File: src/rtl/uart_receiver.sv
// 8N1 UART receiver: 16x oversampled, mid-bit sampling, valid/ready byte output
// with one-cycle frame-error and overrun pulses.
module uart_receiver #(
  parameter int CLOCK_FREQ = 75000000,
  parameter int BAUD_RATE  = 1156000,
  parameter int OVERSAMPLE = 16,
  parameter int DATA_WIDTH = 8
) (
  input  logic                  clk,
  input  logic                  rst,
  input  logic                  rx_in,
  input  logic                  rx_ready,
  output logic [DATA_WIDTH-1:0] rx_data,
  output logic                  rx_valid,
  output logic                  rx_frame_err,
  output logic                  rx_overrun
);

  localparam int TICK_DIV = (CLOCK_FREQ + BAUD_RATE * OVERSAMPLE / 2) / (BAUD_RATE * OVERSAMPLE);
  localparam int TICK_W   = (TICK_DIV > 1) ? $clog2(TICK_DIV) : 1;
  localparam int SAMP_W   = $clog2(OVERSAMPLE);
  localparam int BIT_W    = $clog2(DATA_WIDTH) + 1;

  localparam logic [TICK_W-1:0] TICK_LAST = TICK_W'(TICK_DIV - 1);
  localparam logic [SAMP_W-1:0] SAMP_MID  = SAMP_W'(OVERSAMPLE / 2 - 1);
  localparam logic [SAMP_W-1:0] SAMP_LAST = SAMP_W'(OVERSAMPLE - 1);
  localparam logic [BIT_W-1:0]  BIT_LAST  = BIT_W'(DATA_WIDTH - 1);

  typedef enum logic [3:0] {
    IDLE  = 4'b0001,
    START = 4'b0010,
    DATA  = 4'b0100,
    STOP  = 4'b1000
  } state_t;

  state_t                  state_r;
  logic [1:0]              sync_r;
  logic                    rxs_prev_r;
  logic [TICK_W-1:0]       tick_cnt_r;
  logic [SAMP_W-1:0]       samp_cnt_r;
  logic [BIT_W-1:0]        bit_cnt_r;
  logic [DATA_WIDTH-1:0]   shift_r;

  logic rxs_s;
  logic start_s;
  logic tick_s;

  // Synchronized line, falling-edge start detect and oversample tick.
  always_comb begin
    rxs_s   = sync_r[1];
    start_s = rxs_prev_r & ~rxs_s;
    tick_s  = (state_r != IDLE) && (tick_cnt_r == TICK_LAST);
  end

  // Two-flop synchronizer plus the previous-sample flop for edge detection.
  always_ff @(posedge clk or negedge rst) begin
    if (!rst) begin
      sync_r     <= 2'b11;
      rxs_prev_r <= 1'b1;
    end else begin
      sync_r     <= {sync_r[0], rx_in};
      rxs_prev_r <= sync_r[1];
    end
  end

  // Clock divider producing one tick per oversample period; parked at 0 in IDLE.
  always_ff @(posedge clk or negedge rst) begin
    if (!rst) begin
      tick_cnt_r <= {TICK_W{1'b0}};
    end else if (state_r == IDLE) begin
      tick_cnt_r <= {TICK_W{1'b0}};
    end else if (tick_cnt_r == TICK_LAST) begin
      tick_cnt_r <= {TICK_W{1'b0}};
    end else begin
      tick_cnt_r <= tick_cnt_r + 1'b1;
    end
  end

  // Frame FSM with registered data, handshake and status pulses.
  always_ff @(posedge clk or negedge rst) begin
    if (!rst) begin
      state_r      <= IDLE;
      samp_cnt_r   <= {SAMP_W{1'b0}};
      bit_cnt_r    <= {BIT_W{1'b0}};
      shift_r      <= {DATA_WIDTH{1'b0}};
      rx_data      <= {DATA_WIDTH{1'b0}};
      rx_valid     <= 1'b0;
      rx_frame_err <= 1'b0;
      rx_overrun   <= 1'b0;
    end else begin
      rx_frame_err <= 1'b0;
      rx_overrun   <= 1'b0;
      if (rx_valid && rx_ready) begin
        rx_valid <= 1'b0;
      end
      case (state_r)
        IDLE: begin
          if (start_s) begin
            state_r    <= START;
            samp_cnt_r <= {SAMP_W{1'b0}};
            bit_cnt_r  <= {BIT_W{1'b0}};
          end
        end
        START: begin
          if (tick_s) begin
            if (samp_cnt_r == SAMP_MID) begin
              // A line that is high again at mid start bit was only a glitch.
              if (rxs_s) begin
                state_r <= IDLE;
              end else begin
                samp_cnt_r <= {SAMP_W{1'b0}};
                state_r    <= DATA;
              end
            end else begin
              samp_cnt_r <= samp_cnt_r + 1'b1;
            end
          end
        end
        DATA: begin
          if (tick_s) begin
            samp_cnt_r <= samp_cnt_r + 1'b1;
            if (samp_cnt_r == SAMP_LAST) begin
              shift_r   <= {rxs_s, shift_r[DATA_WIDTH-1:1]};
              bit_cnt_r <= bit_cnt_r + 1'b1;
              if (bit_cnt_r == BIT_LAST) begin
                state_r <= STOP;
              end
            end
          end
        end
        STOP: begin
          if (tick_s) begin
            samp_cnt_r <= samp_cnt_r + 1'b1;
            if (samp_cnt_r == SAMP_LAST) begin
              state_r <= IDLE;
              if (rxs_s) begin
                // A simultaneous consume makes room, so only an unread byte overruns.
                rx_data    <= shift_r;
                rx_valid   <= 1'b1;
                rx_overrun <= rx_valid & ~rx_ready;
              end else begin
                rx_frame_err <= 1'b1;
              end
            end
          end
        end
        default: begin
          state_r <= IDLE;
        end
      endcase
    end
  end

endmodule

File: config.mk
export PLATFORM = sky130hd
export DESIGN_NAME = uart_receiver
export DESIGN_NICKNAME = d
export VERILOG_FILES = /design/src/rtl/uart_receiver.sv
export SDC_FILE = /design/constraint.sdc
export NUM_CORES = 1
export LEC_CHECK = 0
export BUFFER_PORTS_ARGS = -buffer_cell sky130_fd_sc_hd__buf_2
export CAP_MARGIN = 20
export CORE_MARGIN = 2
export CORE_UTILIZATION = 40
export CTS_CLUSTER_SIZE = 25
export DETAILED_ROUTE_END_ITERATION = 10
export GPL_ROUTABILITY_DRIVEN = 0
export SYNTH_ARGS = -nofsm -noshare
export SYNTH_HDL_FRONTEND = slang
export SYNTH_SLANG_ARGS = --single-unit
File: constraint.sdc
create_clock -name clk -period 3.77 [get_ports clk]
set_clock_uncertainty 0.05 [all_clocks]
set_input_delay 0.754 -clock clk [delete_from_list [all_inputs] [get_ports clk]]
set_output_delay 0.754 -clock clk [all_outputs]
set_load 0.01 [all_outputs]
==> results.md <==
* P_leak at 0.8953 nW
* Pwr/cell area at 546.2 mW/mm^2
* Placed cells at 201
* Final Non-Filler Cells at 209
* Critical path's top delay family: simple AND/OR/NAND/NOR gates
* Fin crit period at 2120 ps
* Crit path depth at 3
* TNS Setup at 0 ps
* Synth Instances at 142
* H-tree depth reported by CTS at 2
* Core ar. at 0.004029 sq mm
* Post-route setup slack at 1650 ps
* Top post-synthesis cells by area: dfrtp_1 (48%), mux2_2 (11%), dfstp_2 (6.2%)
* Yosys cell types at 38
* Mapped Nets at 149
* Final Setup Violations at 0
* Fillers at 397
* Multi-input combinational cell area at 721.9 sq um
* CP required at 3900 ps
* Via count at 1094
* Grt ovf at 0
* Max clock buf depth at 2
* Number of synthesized flops with an enable pin at 0
* Die X at 68.91 microns
* Slowest cell on the critical path: dfrtp_1
* Initial DRC Count at 34
* Hold Path Class: reg2reg
* Crit path arrival time at 2250 ps
* # hold bufs at CTS at 0
* Final HPWL DP at 2084 microns
* PostCTS Resize Cnt at 0
* Largest net degree at the start of global routing at 37
* WL final at 2848 microns
* Maximum Capacitance Violations at 0
* Initial antenna violation count at 0
* Worst skew pair latency at 300 ps
* DP Worst Slack at 1615 ps
* Synth warnings at 0
* Number of I/O port buffers at 14
* Top cell type's share of synthesized area at 0.4751
* Starting Density at 0.4183
* Asr flop ratio synth at 1.000
* Synth cell count leaders: dfrtp_1 (32), mux2_2 (16), o21ai_0 (15), nand2_1 (13), nor2_1 (7)
* CP peak stage delay at 600 ps
* Worst-path cell chain: nor4b_1 -> nand4_2 -> mux2_2
* Worst-margin pin slew at 764.2 ps
* Register area share after synthesis at 0.5375
* CTS root buf: clkbuf_8
* Register area at 905.9 sq um
* Clock sinks at 36
* CP endpoint kind: flip-flop
* Post-Syn Area at 0.001685 sq mm
* Vias per cell at 5.234
* Die H at 68.91 microns
* Num CTS Buffers at 5
* Seq cells post-synth at 36
* Slew headroom at 0.4906
* Critical path startpoint category: flip-flop
* Final hold violation count at 0
* CTS tree: built
* I/O pins at 15
* Peak VDD IR at 0.0003606 V
* WL/cell at 13.63 microns
* Clk pin slew, worst setup/hold paths at 80 ps
* First-pass GRT wire length at 5023 microns
* Fmax at 471.7 MHz
* # diodes at 0
* Total global routing track utilization at 0.1462
* Ys flop type: dfrtp_1
* Area of the die at 0.004749 sq mm
* ANT nets after route at 0
* Share of cells above drive strength 1 at 0.3019
* Tcrit/Tclk final at 0.5623
* RSZ-0062 raised after global routing: false
* Area growth from synthesis to layout at 11.36%
* Setup CP Type: reg2reg
* Average instance area after synthesis at 11.87 sq um
* CP max FO at 10
* Hold path depth at 0
* R2R depth at 3
* CP bufs+invs at 0
* Power, Total at 0.001025 W
* Largest area contributor in the netlist: dfrtp_1
* Row cnt at 23
* DRT Pass-1 Iters at 4
* Most common cell in the netlist: dfrtp_1
* Net count, final at 165
* Max-slew violation count at 0
* Post-CTS Setup Inserts at 0
* Status: finished clean
* DR DRC count at 0
* Vias in the first global route at 1057
## cell usage in the layout (no fill, tap or decap), types with 3 or more instances in the layout
| cell type | n |
|---|---|
| nand3_1 | 5 |
| o21ai_0 | 15 |
| nand2b_1 | 3 |
| buf_2 | 14 |
| dfstp_2 | 4 |
| nor3_1 | 5 |
| nand2_1 | 13 |
| ha_1 | 3 |
| inv_1 | 5 |
| o31ai_1 | 3 |
| dfrtp_1 | 32 |
| nor2_1 | 7 |
| clkbuf_8 | 6 |
| mux2_2 | 16 |
## flip-flops by register name, summed over array words and instances (netlist names)
| register | count |
|---|---|
| rx_data | 8 |
| rx_valid | 1 |
| bit_cnt_r | 4 |
| shift_r | 8 |
| state_r | 4 |
| samp_cnt_r | 4 |
| sync_r | 2 |
| rxs_prev_r | 1 |
| rx_frame_err | 1 |
| tick_cnt_r | 2 |
| rx_overrun | 1 |
## per-layer routing
metal,GRT usage,part of all wire
met4,0.06618,0.020
met5,0,0
met2,0.2224,0.49
met3,0.04383,0.037
met1,0.1926,0.45
## power breakdown
part	internal, W	switching, W
Clock	0.000148	0.000141
Combinational	0.000110	0.000138
Sequential	0.000431	0.0000576
Total	0.000689	0.000336
## through the flow
step                hold WS (ps)    util  cell area, sq um
floorplan                  295.2       -              1685
global placement           296.0  0.4416              1779
detailed placement         297.6  0.4416              1779
CTS                        308.0  0.4658              1877
global route               316.2  0.4658              1877
finish                     306.2  0.4658              1877
## final cells by class
class	instances	area share
multi-input cells	96	0.3847
flip-flops and latches	36	0.4827
inverters	5	0.01000
well taps	50	0.03333
clock buffers	6	0.04400
clock inverters	2	0.008000
repair buffers	14	0.03733
## worst register-to-register path, stage by stage, from the launching register on
cell and delay (ps):
dfrtp_1 600, nor4b_1 560, nand4_2 410, mux2_2 400
## cells by family (layout without fill, tap and decap cells)
| family | count (synthesis) | in the layout | synth area share |
|---|---|---|---|
| adder cells (fa/ha/maj) | 3 | 3 | 0.02227 |
| AND/OR/NAND/NOR | 46 | 46 | 0.1715 |
| multiplexers | 18 | 18 | 0.1188 |
| buffers and inverters | 10 | 27 | 0.03415 |
| flip-flops | 36 | 36 | 0.5375 |
| XOR/XNOR | 1 | 1 | 0.005198 |
| AO/OA/AOI/OAI | 28 | 28 | 0.1106 |
## worst paths after layout
| path | to | from | slack, ps |
|---|---|---|---|
| setup reg to reg | rx_data[5] | state_r[3] | 1650 |
| setup / recovery | rx_data[5] | state_r[3] | 1650 |
| hold / removal | sync_r[1] | sync_r[0] | 310 |
| max in group asynchronous | bit_cnt_r[3] | rst | 2700 |
| min in group asynchronous | rx_overrun | rst | 480 |
| hold reg to reg | sync_r[1] | sync_r[0] | 310 |
(Power assumes the default switching activity.)
